`config.mk`:
```
export PLATFORM = sky130hd
export DESIGN_NAME = mac_acc_flat
export DESIGN_NICKNAME = d
export VERILOG_FILES = /design/src/rtl/mac_pkg.sv /design/src/rtl/mac_acc_if.sv /design/src/rtl/mac_acc_ctrl.sv /design/src/rtl/mac_acc.sv /design/src/flat_wrapper.sv
export SDC_FILE = /design/constraint.sdc
export NUM_CORES = 1
export LEC_CHECK = 0
export CAP_MARGIN = 20
export CORE_MARGIN = 2
export CORE_UTILIZATION = 30
export DETAILED_ROUTE_END_ITERATION = 12
export GPL_TIMING_DRIVEN = 0
export PLACE_DENSITY_LB_ADDON = 0.05
export SYNTH_ARGS = -nofsm -noshare
export SYNTH_HDL_FRONTEND = slang
export SYNTH_SLANG_ARGS = --single-unit
```
`constraint.sdc`:
```
create_clock -name clk -period 4.5 [get_ports clk]
set_input_delay 0.9 -clock clk [delete_from_list [all_inputs] [get_ports clk]]
set_output_delay 0.9 -clock clk [all_outputs]
set_load 0.005 [all_outputs]
```
`src/rtl/mac_pkg.sv`:
```
// Shared types and constants for the mac_acc accumulator slice:
// FSM state encoding, default widths and a clog2 helper for sizing.
package mac_pkg;

    typedef enum logic [1:0] {
        IDLE = 2'd0,
        ACC  = 2'd1,
        HOLD = 2'd2
    } mac_state_e;

    localparam int MAC_IN_W      = 16;
    localparam int MAC_NUM_TERMS = 16;

    // Ceiling log2; returns 0 for values <= 1.
    function automatic int clog2(input int value);
        int r;
        int x;
        r = 0;
        x = value - 1;
        while (x > 0) begin
            r = r + 1;
            x = x >> 1;
        end
        return r;
    endfunction

endpackage

```
`src/rtl/mac_acc_if.sv`:
```
// Product-in / result-out handshake bundle for mac_acc.
//
// Handshake rule (both channels): a beat transfers on a rising edge where
// valid and ready are both high. The sender keeps valid and data stable
// until that edge; ready never depends combinationally on valid.
interface mac_acc_if
    import mac_pkg::*;
#(
    parameter int IN_W  = MAC_IN_W,
    parameter int ACC_W = MAC_IN_W + clog2(MAC_NUM_TERMS)
);
    logic             in_valid;
    logic             in_ready;
    logic [IN_W-1:0]  in_data;
    logic             out_valid;
    logic             out_ready;
    logic [ACC_W-1:0] out_data;

    modport master (
        output in_valid, in_data, out_ready,
        input  in_ready, out_valid, out_data
    );

    modport slave (
        input  in_valid, in_data, out_ready,
        output in_ready, out_valid, out_data
    );
endinterface

```
`src/rtl/mac_acc_ctrl.sv`:
```
// Control half of mac_acc: IDLE/ACC/HOLD state machine, term counter and
// the handshake/busy flags. Emits one-cycle strobes that tell the
// datapath when to load, add, or publish the finished sum.
module mac_acc_ctrl
    import mac_pkg::*;
#(
    parameter int NUM_TERMS = MAC_NUM_TERMS,
    parameter int CNT_W     = clog2(NUM_TERMS)
)(
    input  logic       clk,
    input  logic       rstn,
    input  logic       i_clr,
    input  logic       i_in_valid,
    input  logic       i_out_ready,
    output logic       o_in_ready,
    output logic       o_out_valid,
    output logic       o_busy,
    output logic       o_load_first,
    output logic       o_add,
    output logic       o_last,
    output mac_state_e o_state
);

    localparam logic [CNT_W-1:0] LAST_CNT = CNT_W'(NUM_TERMS - 1);

    mac_state_e       r_state;
    mac_state_e       w_state_nxt;
    logic [CNT_W-1:0] r_cnt;
    logic [CNT_W-1:0] w_cnt_nxt;

    // State and term counter registers.
    always_ff @(posedge clk or negedge rstn) begin
        if (!rstn) begin
            r_state <= IDLE;
            r_cnt   <= '0;
        end else begin
            r_state <= w_state_nxt;
            r_cnt   <= w_cnt_nxt;
        end
    end

    // Next-state logic and datapath strobes; clr overrides everything.
    always_comb begin
        w_state_nxt  = r_state;
        w_cnt_nxt    = r_cnt;
        o_load_first = 1'b0;
        o_add        = 1'b0;
        o_last       = 1'b0;
        if (i_clr) begin
            w_state_nxt = IDLE;
            w_cnt_nxt   = '0;
        end else begin
            case (r_state)
                IDLE: begin
                    if (i_in_valid) begin
                        o_load_first = 1'b1;
                        w_cnt_nxt    = CNT_W'(1);
                        w_state_nxt  = ACC;
                    end
                end
                ACC: begin
                    if (i_in_valid) begin
                        o_add = 1'b1;
                        if (r_cnt == LAST_CNT) begin
                            o_last      = 1'b1;
                            w_cnt_nxt   = '0;
                            w_state_nxt = HOLD;
                        end else begin
                            w_cnt_nxt = r_cnt + CNT_W'(1);
                        end
                    end
                end
                HOLD: begin
                    if (i_out_ready) begin
                        w_state_nxt = IDLE;
                    end
                end
                default: begin
                    w_state_nxt = IDLE;
                end
            endcase
        end
    end

    // Handshake flags depend on registered state only.
    assign o_in_ready  = (r_state != HOLD);
    assign o_out_valid = (r_state == HOLD);
    assign o_busy      = (r_cnt != '0);
    assign o_state     = r_state;

endmodule

```
`src/rtl/mac_acc.sv`:
```
// mac_acc: sums NUM_TERMS consecutive unsigned products into one result
// and holds it on a valid/ready output. Control lives in mac_acc_ctrl;
// this file owns the adder and the acc/out_data registers.
// Build option MAC_ACC_SAT_EN: saturating adds plus a sticky 'sat' port;
// without it the sum wraps modulo 2^ACC_W.
module mac_acc
    import mac_pkg::*;
#(
    parameter int IN_W      = MAC_IN_W,
    parameter int NUM_TERMS = MAC_NUM_TERMS,
    parameter int ACC_W     = IN_W + clog2(NUM_TERMS)
)(
    input  logic       clk,
    input  logic       rstn,
    input  logic       clr,
    mac_acc_if.slave   bus,
    output logic       busy,
`ifdef MAC_ACC_SAT_EN
    output logic       sat,
`endif
    output mac_state_e o_dbg_state
);

    logic             w_in_ready;
    logic             w_out_valid;
    logic             w_load_first;
    logic             w_add;
    logic             w_last;
    logic [ACC_W-1:0] w_sum;
    logic [ACC_W-1:0] r_acc;
    logic [ACC_W-1:0] r_out_data;

    mac_acc_ctrl #(
        .NUM_TERMS (NUM_TERMS),
        .CNT_W     (clog2(NUM_TERMS))
    ) u_ctrl (
        .clk          (clk),
        .rstn         (rstn),
        .i_clr        (clr),
        .i_in_valid   (bus.in_valid),
        .i_out_ready  (bus.out_ready),
        .o_in_ready   (w_in_ready),
        .o_out_valid  (w_out_valid),
        .o_busy       (busy),
        .o_load_first (w_load_first),
        .o_add        (w_add),
        .o_last       (w_last),
        .o_state      (o_dbg_state)
    );

`ifdef MAC_ACC_SAT_EN
    logic [ACC_W:0] w_sum_full;
    logic           w_clamp;
    logic           w_handoff;
    logic           r_sat;

    // Widened add so the carry-out flags a clamp.
    always_comb begin
        w_sum_full = {1'b0, r_acc} + (ACC_W + 1)'(bus.in_data);
        w_clamp    = w_sum_full[ACC_W];
        w_sum      = w_clamp ? {ACC_W{1'b1}} : w_sum_full[ACC_W-1:0];
    end

    assign w_handoff = w_out_valid & bus.out_ready;

    // Sticky clamp flag for the result being built; restarts per result.
    always_ff @(posedge clk or negedge rstn) begin
        if (!rstn) begin
            r_sat <= 1'b0;
        end else if (clr || w_handoff || w_load_first) begin
            r_sat <= 1'b0;
        end else if (w_add) begin
            r_sat <= r_sat | w_clamp;
        end
    end

    assign sat = r_sat;
`else
    // Plain wrap-around add.
    always_comb begin
        w_sum = r_acc + ACC_W'(bus.in_data);
    end
`endif

    // Accumulator and published result; out_data changes only on completion.
    always_ff @(posedge clk or negedge rstn) begin
        if (!rstn) begin
            r_acc      <= '0;
            r_out_data <= '0;
        end else if (clr) begin
            r_acc <= '0;
        end else if (w_load_first) begin
            r_acc <= ACC_W'(bus.in_data);
        end else if (w_last) begin
            r_out_data <= w_sum;
            r_acc      <= '0;
        end else if (w_add) begin
            r_acc <= w_sum;
        end
    end

    assign bus.in_ready  = w_in_ready;
    assign bus.out_valid = w_out_valid;
    assign bus.out_data  = r_out_data;

endmodule

```
`src/flat_wrapper.sv`:
```
// flat-port wrapper written by rule: the top's interface ports become plain ports
module mac_acc_flat import mac_pkg::*;
#(
    parameter int IN_W      = MAC_IN_W,
    parameter int NUM_TERMS = MAC_NUM_TERMS,
    parameter int ACC_W     = IN_W + clog2(NUM_TERMS)
)
  (clk, rstn, clr, busy, o_dbg_state, bus_in_valid, bus_in_data, bus_out_ready, bus_in_ready, bus_out_valid, bus_out_data);
  mac_acc_if #(.IN_W(IN_W), .ACC_W(ACC_W)) bus_i ();
  input  logic clk;
  input  logic rstn;
  input  logic clr;
  output logic busy;
  output mac_state_e o_dbg_state;
  input wire logic [$bits(bus_i.in_valid)-1:0] bus_in_valid;
  input wire logic [$bits(bus_i.in_data)-1:0] bus_in_data;
  input wire logic [$bits(bus_i.out_ready)-1:0] bus_out_ready;
  output wire logic [$bits(bus_i.in_ready)-1:0] bus_in_ready;
  output wire logic [$bits(bus_i.out_valid)-1:0] bus_out_valid;
  output wire logic [$bits(bus_i.out_data)-1:0] bus_out_data;
  assign bus_i.in_valid = bus_in_valid;
  assign bus_i.in_data = bus_in_data;
  assign bus_i.out_ready = bus_out_ready;
  assign bus_in_ready = bus_i.in_ready;
  assign bus_out_valid = bus_i.out_valid;
  assign bus_out_data = bus_i.out_data;
  mac_acc #(.IN_W(IN_W), .NUM_TERMS(NUM_TERMS), .ACC_W(ACC_W)) u_core (.clk(clk), .rstn(rstn), .clr(clr), .bus(bus_i), .busy(busy), .o_dbg_state(o_dbg_state));
endmodule
```
---- Word-level counts from Yosys, hierarchy flattened ----
Cells that the tools add are included.
Widths: inputs -> output; s select.
word-level totals
  bits in registers ....................... 46
  bits in latches ......................... 0
  memory bits (writable) .................. 0
  bits in read-only memories .............. 0
  output and inout bits ................... 25
  word-level logic and storage cells ...... 47
  memories ................................ 0
cells by class
  add/sub/neg operators ................... 2
  multipliers ............................. 0
  div/mod/pow operators ................... 0
  $lt $le $gt $ge ......................... 0
  equal/unequal tests ..................... 8
  shift operators ......................... 0
  muxes and demuxes ....................... 24
  bitwise gates (word level) .............. 2
  reductions and logical operators ........ 7
operators with widths
  cell                 count
  $mux 20              4
  $add 20x16->20       1
  $mux 4               4
  $ne 3x3->1 const B   4
  $mux 2               5
  $mux 1               9
  $pmux 4 s2           1
  $reduce_bool 4->1    2
  $pmux 2 s3           1
  $reduce_and 3->1     2
  $add 4x1->4 const B  1
  $eq 4x4->1 const B   1
  $reduce_and 4->1     1
  $reduce_bool 3->1    1
  $eq 2x1->1 const B   1
  $eq 2x2->1 const B   1
  $logic_not 2->1      1
  $ne 2x2->1 const B   1
  $not 1->1            2

---- Logic depth before layout (Yosys ltp) ----
  depth after elaboration ................. 8
  mapped depth ............................ 9
  depth with buffers taken out ............ 9

---- Modules after synthesis ----
From an unflattened synthesis, not the netlist that was laid out.
second synthesis, totals
  cells, all modules ...................... 320
  area total of the unflattened synthesis .. 2901.5 µm²
by module, submodules not included
  module        times used  cells each  area each (µm²)  sequential area each (µm²)
  mac_acc       1           281         2531.2           1001.0
  mac_acc_ctrl  1           39          370.4            150.1

---- Worst setup path before layout ----
No wires, ideal clock.
  path type ............................... input-to-reg
  start ................................... input bus_in_data[0]
  end ..................................... register u_core.r_acc[18]
  arrival time ............................ 2783 ps
  data required time ...................... 4379 ps
  setup slack ............................. 1596 ps
  stages on the path ...................... 8
  buffers on the path ..................... 0
  path through ............................ ha_1 -> fa_1 -> a21o_1 -> a221oi_4 -> o311ai_4 -> a221oi_4 -> nor2_2 -> a22o_1
on the way
  longest elaborated chain between the ends .. 5
RTL lines
  element                 RTL line            text
  start: declaration      flat_wrapper.sv:16  input wire logic [$bits(bus_i.in_data)-1:0] bus_in_data;
  $add 20x16->20          mac_acc.sv:81       w_sum = r_acc + ACC_W'(bus.in_data);
  $mux 20                 mac_acc.sv:97       end else if (w_add) begin
  $mux 20                 mac_acc.sv:94       end else if (w_last) begin
  $mux 20                 mac_acc.sv:92       end else if (w_load_first) begin
  $mux 20                 mac_acc.sv:90       end else if (clr) begin
  end signal: assignment  mac_acc.sv:93       r_acc <= ACC_W'(bus.in_data);
  end signal: assignment  mac_acc.sv:98       r_acc <= w_sum;
  end: declaration        mac_acc.sv:30       logic [ACC_W-1:0] r_acc;
No other way between the ends. The select of a mux whose other input is x is not followed.
A chain may end at the register's enable or synchronous reset.

---- Worst setup path after layout ----
  start ................................... input bus_in_data[0]
  end ..................................... register u_core.r_out_data[18] (netlist: u_core.bus.out_data[18])
on the way
  longest elaborated chain between the ends .. 1
RTL lines
  element                 RTL line       text
  $add 20x16->20          mac_acc.sv:81
  end signal: assignment  mac_acc.sv:95  r_out_data <= w_sum;
  end: declaration        mac_acc.sv:31  logic [ACC_W-1:0] r_out_data;
No other way between the ends.

==> reports/metrics.yaml <==
global_route:
  overflow: 0
  grtUsageMet2: 0.242
  grt_first_pass_wirelength_microns: 12800
  grt_use_total: 0.159
  antenna_found_initial: 0
  grtUsageMet3: 0.0269
  grt_pass1_vias: 2409
  busiest_layer: "met2"
  grt_max_degree: 26
  met1_usage: 0.235
yosys:
  postSynth.asyncResetShare: 1.00
  syn_area_sq_um: 2830
  avgSynthCellArea_sq_um: 9.57
  synth_top_flop_cell: "dfrtp_1"
  syn_inst: 296
  ys_warn_count: 0
  synth-seq-cells: 46
  syn-num-nets: 336
  yosysSeqAreaShare: 0.407
  synth_edf_count: 0
  ys_types: 49
worst_setup_path:
  crit_type: "input pin to flip-flop"
  path_cells: "clkdlybuf4s50_1 -> ha_1 -> fa_1 -> a21o_1 -> a221oi_4 -> o311ai_4 -> a221oi_4 -> nor2_2 -> xnor2_1 -> o21ai_1"
  critPathLaunchType: "input pin"
  rrSetupSlack_ns: 1.90
  worstPathMaxFanout: 4
  r2r_start: "u_core.r_acc[0]"
  cpPeakStageDelay_ns: 0.43
  crit_start: "bus_in_data[0]"
  crit_slowest_cell: "clkdlybuf4s50_1"
  worst_setup_path_end_kind: "flip-flop"
  critPathArrivalTime_ns: 3.44
  path_common_cell: "a221oi_4"
  cp_data_required_time_ns: 4.69
  r2r-end: "u_core.bus.out_data[18]"
  r2r_cells: 9
timing:
  worst_slack_ns: 1.26
  rsz0062_at_grt: "no"
  setup_tns_ns: 0
  fin_crit_sh: 0.720
  whs_ns: 0.480
  slew_headroom: 0.413
  finalHoldViolCount: 0
  worst_pin_slew_ns: 0.874
  slew_violations: 0
  max_freq_ghz: 0.308
  clock_skew_ns: 0.00845
  setup_violations: 0
  min_period_ns: 3.24
run:
  drv_cap: 0
layout:
  nets: 388
  layout_common_cells: "dfrtp_1 (46), clkdlybuf4s50_1 (43), o21ai_0 (34)"
  utilization: 0.384
  nFillCells: 954
  drive_gt1_frac: 0.0888
  synthToLayoutAreaGrowth_pct: 24.9
  insertedDiodeCount: 0
  final_common_cell: "dfrtp_1"
clocking:
  ctsResizeCount: 0
  worst_setup_hold_path_clk_slew_ns: 0.09
  cts-hold-fix-buffers: 0
  insertion_delay_ns: 0.31
  cts_tree: "done"
  postCtsSetupBuffers: 0
  cts_root_buf: "clkbuf_8"
  clockBufferDepth: 2
  htree_levels: 2
  cts-buffers-inserted: 5
  clock_sinks: 46
floorplan:
  fp.dieW_microns: 101
  core.rowCount: 35
  die_h_microns: 101
  die_area_sq_um: 10200
  coreArea_sq_um: 9200
  initial_core_util: 0.308
  pin_count: 46
power:
  finalPower_uw: 1030
  p_per_area_nw_per_um2: 292
  leakagePower_uw: 0.00155
  peakVddDrop_mv: 0.127
worst_hold_path:
  min_from: "u_core.bus.out_data[14]"
  hold_end: "u_core.bus.out_data[14]"
  holdCritPathClass: "flip-flop to flip-flop"
  min_path_cells: 2
detailed_routing:
  first_pass_iters: 5
  drc: 0
  vias: 2413
  ant_nets: 0
  postRouteWirelength_microns: 7700
  avgViaCountPerCell: 5.25
  wl_per_cell_microns: 16.7
  first_iter_violations: 111
outcome:
  status: "finished, final reports clean"
placed_design:
  io_buffers: 44
  gp_congestion: 0.809
  dp_hpwl_microns: 5640
  pre_cts_ws_ns: 0.920
==> per-stage QoR <==
stage,cells,instance area (sq um)
floorplan,296,2830
global placement,451,3410
detailed placement,452,3430
CTS,460,3540
global route,460,3540
finish,460,3540
==> power by group <==
group	switching (uW)	total, uW	internal, uW
clock	152	318	166
combinational	161	271	110
sequential	12.0	443	431
==> worst max-delay path, delay by kind of cell <==
kind	cells	cell delay [ns]
buf+inv	1	0.43
fa+ha+maj	2	0.66
simple gates	1	0.11
compound gates	5	1.19
xor+xnor	1	0.15
==> cell usage after synthesis (2+ instances only) <==
master,n,area share
clkbuf_1,9,0.012
a21o_2,2,0.0062
or3_1,2,0.0044
a211oi_1,4,0.011
o21ai_1,6,0.011
a31oi_1,3,0.0066
xnor2_1,5,0.015
xor2_1,11,0.034
o21bai_1,4,0.011
nand4_1,2,0.0044
inv_1,11,0.015
a21oi_1,17,0.030
o31ai_1,3,0.0080
o21ai_0,34,0.060
nor2_1,20,0.027
nor3_1,4,0.0071
a221oi_4,2,0.019
nand2b_1,3,0.0066
a22oi_1,13,0.034
a22o_1,2,0.0062
a21o_1,4,0.011
nand2_1,28,0.037
nor2b_1,3,0.0066
a222oi_1,3,0.011
buf_2,3,0.0053
mux2_2,7,0.028
ha_1,18,0.080
nand3_1,7,0.012
dfrtp_1,46,0.41
==> layer usage <==
layer  share of wire  vias to the layer above  wire [microns]
li1                -                     1187               -
met1            0.51                     1180            3960
met2            0.45                       41            3460
met3           0.026                        5             203
met4          0.0091                        0              70
met5               0                        -               0
==> sequential cells by signal, summed over array words and instances (netlist names) <==
signal,flops
u_core.bus.out_data,20
u_core.r_acc,20
u_core.u_ctrl.o_state,2
u_core.u_ctrl.r_cnt,4
==> area by class of cell <==
cell class | count | area, sq um | share of cell area
Buffer | 12 | 48.8 | 0.0138
Clock buffer | 6 | 72.6 | 0.0205
Inverter | 11 | 41.3 | 0.0117
Timing Repair Buffer | 45 | 455 | 0.129
Sequential cell | 46 | 1150 | 0.326
Tap cell | 111 | 139 | 0.0393
Multi-Input combinational cell | 227 | 1590 | 0.450
Clock inverter | 2 | 37.5 | 0.0106
==> cells by family (layout without fill, tap and decap cells) <==
family	count (synthesis)	after routing	share of synthesized area
AO/OA/AOI/OAI	108	108	0.266
XOR/XNOR	16	16	0.0495
adder cells (fa/ha/maj)	19	19	0.0866
buffers and inverters	23	76	0.0318
flip-flops	46	46	0.407
multiplexers	7	7	0.0278
AND/OR/NAND/NOR	77	77	0.131
==> worst max path at each step <==
stage | depth (start not counted) | end | slack [ns]
after floorplan | 8 | u_core.r_acc[18] | 1.60
after global placement | 10 | u_core.bus.out_data[18] | 0.91
after detailed placement | 10 | u_core.bus.out_data[18] | 0.92
after CTS | 10 | u_core.bus.out_data[18] | 1.25
after global routing | 10 | u_core.bus.out_data[18] | 1.11
final | 10 | u_core.bus.out_data[18] | 1.26
(Power assumes the default switching activity.)
==> RTL edit (same settings) <==
Register the output `o_dbg_state`, without a reset; this adds one clock of latency there. The other outputs are not delayed to match.
--- a/src/rtl/mac_acc.sv
+++ b/src/rtl/mac_acc.sv
@@ -22,2 +22,4 @@
 );
+
+    mac_state_e o_dbg_state_d;
 
@@ -47,3 +49,3 @@
         .o_last       (w_last),
-        .o_state      (o_dbg_state)
+        .o_state      (o_dbg_state_d)
     );
@@ -105,2 +107,6 @@
 
+    always_ff @(posedge clk) begin
+        o_dbg_state <= o_dbg_state_d;
+    end
+
 endmodule
Formal check against the unedited RTL: not equivalent (Yosys sat finds a counterexample within 4 cycles, from zero or initial values and one cycle with rstn low).
==> RTL edit against the unedited design <==
Setup slack got worse by 0.15 ns. Synthesized cell count increased by 8.8%. Routed wire length increased by 4.9%. Design area increased by 3.5%. Sequential cell count increased by 2. Area after synthesis increased by 3.1%. Count of clock-buffer cells in the layout unchanged. Power decreased by 1.3%.
==> RTL edit: results (changes against the unedited design) <==
drt:
  wl_met2_mm: 3.68  # +6.4%
  drt_iter0_drc: 121  # +9.0%
  wl_met1_mm: 3.93  # -0.68%
  first_pass_iters: 4  # -1
  dr_wl_met3_um: 367  # +81%
  wl_per_cell_um: 15.9  # -5.2%
  viasPerCell: 4.99  # -4.8%
synthesis:
  synth_compound_gate_area_share_pct: 25.0  # -1.7 points
  post_synth_main_area_contributors: "dfrtp_1, ha_1, nand2_1, o21ai_0, a21oi_1"
  ys_warn_count: 0  # unchanged
  syn_nets: 362  # +7.7%
  synthAdderAreaFrac_pct: 8.40  # -0.26 points
  synth_cell_types: 52  # +6.1%
  seq_area_frac_synth_pct: 40.8  # +0.15 points
  synth_async_sr_flop_share_pct: 95.8  # -4.2 points
  ys_top_cells_by_count: "dfrtp_1, nand2_1, o21ai_0"
pwr:
  ir_worst_vdd_v: 0.000128  # +0.27%
  power.leakage_nw: 1.60  # +3.5%
setup_path:
  worstPathMaxFanout: 3  # -1
  r2r-end: "u_core.bus.out_data[14]"
  crit_slowest_cell: "fa_1"
  reg2reg_depth: 8  # -1
  critPathMaxStageDelay_ns: 0.46  # +0.03 ns
  critPathArrivalTime_ns: 3.58  # +0.14 ns
  reg2reg_setup_slack_ns: 1.78  # -0.12 ns
grt:
  grt_usage_pct: 16.4  # +0.42 points
  grt_max_degree: 26  # unchanged
  grt_pass1_vias: 2471  # +2.6%
  grt_pass1_wl_mm: 13.1  # +3.0%
placed_design:
  place_ws_ns: 0.803  # -0.117 ns
  port_buffers: 45  # +2.3%
  gp_congestion: 0.862  # +6.5%
  dp_hpwl_mm: 5.97  # +5.9%
  dpl_cell_area_um2: 3550  # +3.7%
final_layout:
  fin_nets: 415  # +7.0%
  fillers: 1035  # +8.5%
  drive_gt1_share_pct: 7.98  # -0.90 points
run_status:
  outcome: "finished, final reports clean"
sta:
  max-slew-margin-rel_pct: 30.1  # -11 points
  skew_ns: 0.0153  # +0.00682 ns
[RTL edit: changes by cell type after synthesis, moves of 3 or more]
cell and delta:
xor2_1 -5, xnor2_1 +5, o31ai_1 -3, nor2_1 +6
a22oi_1 -6, mux2_2 -4, nand2_1 +12, inv_1 +3
and3_1 +5, a21oi_1 +6, o211ai_1 +3, o21ai_0 -4
[RTL edit: final cells by class]
type | count | share of cell area, %
inverters | 15 | 1.54
multi-input cells | 245 | 43.6
repair buffers | 46 | 12.7
clock inverters | 2 | 0.958
well taps | 133 | 4.55
clock buffers | 6 | 1.98
plain buffers | 14 | 2.05
flip-flops and latches | 48 | 32.6
[RTL edit: where the power goes]
group / leakage [nW] / switching [mW] / internal, mW
combinational: 0.898 / 0.145 / 0.0990
clock: 0.0552 / 0.153 / 0.165
sequential: 0.645 / 0.0102 / 0.446
[RTL edit: how the worst max path moves through the flow]
stage	startpoint	endpoint	slack (ns)	depth (start not counted)
3_3_place_gp	bus_in_data[0]	u_core.bus.out_data[14]	0.77	9
5_1_grt	bus_in_data[0]	u_core.bus.out_data[14]	0.97	9
3_5_place_dp	bus_in_data[0]	u_core.bus.out_data[14]	0.80	9
4_1_cts	bus_in_data[0]	u_core.bus.out_data[14]	1.12	9
6_report	bus_in_data[0]	u_core.bus.out_data[14]	1.11	9
2_1_floorplan	bus_in_data[0]	u_core.r_acc[18]	1.63	8
[RTL edit: per-layer routing]
metal | vias to the layer above | track usage, %
li1 | 1272 | -
met1 | 1211 | 23.0
met2 | 51 | 26.0
met3 | 8 | 2.92
met4 | 0 | 4.31
met5 | - | 0
[RTL edit: tightest hold or removal path: stages, from the launching register on]
cell	delay [ns]
dfrtp_1	0.35
nand2_1	0.05
nand2_1	0.05
[RTL edit: cell families after synthesis]
group,Yosys count
AOI/OAI and AO/OA,108
and+or+nand+nor,99
DFF,48
buffers and inverters,29
adders and majority gates,19
xor gates and xnor gates,16
muxes,3
[RTL edit: metrics by stage]
stage | hold WS [ns] | utilization [%] | instances | power, mW
6_report | 0.477 | 38.1 | 509 | 1.02
5_1_grt | 0.518 | 38.1 | 509 | 1.08
4_1_cts | 0.488 | 38.1 | 509 | 1.04
3_5_place_dp | 0.464 | 37.0 | 501 | 0.710
3_3_place_gp | 0.452 | 36.9 | 500 | 0.709
2_1_floorplan | 0.420 | - | 322 | 0.625
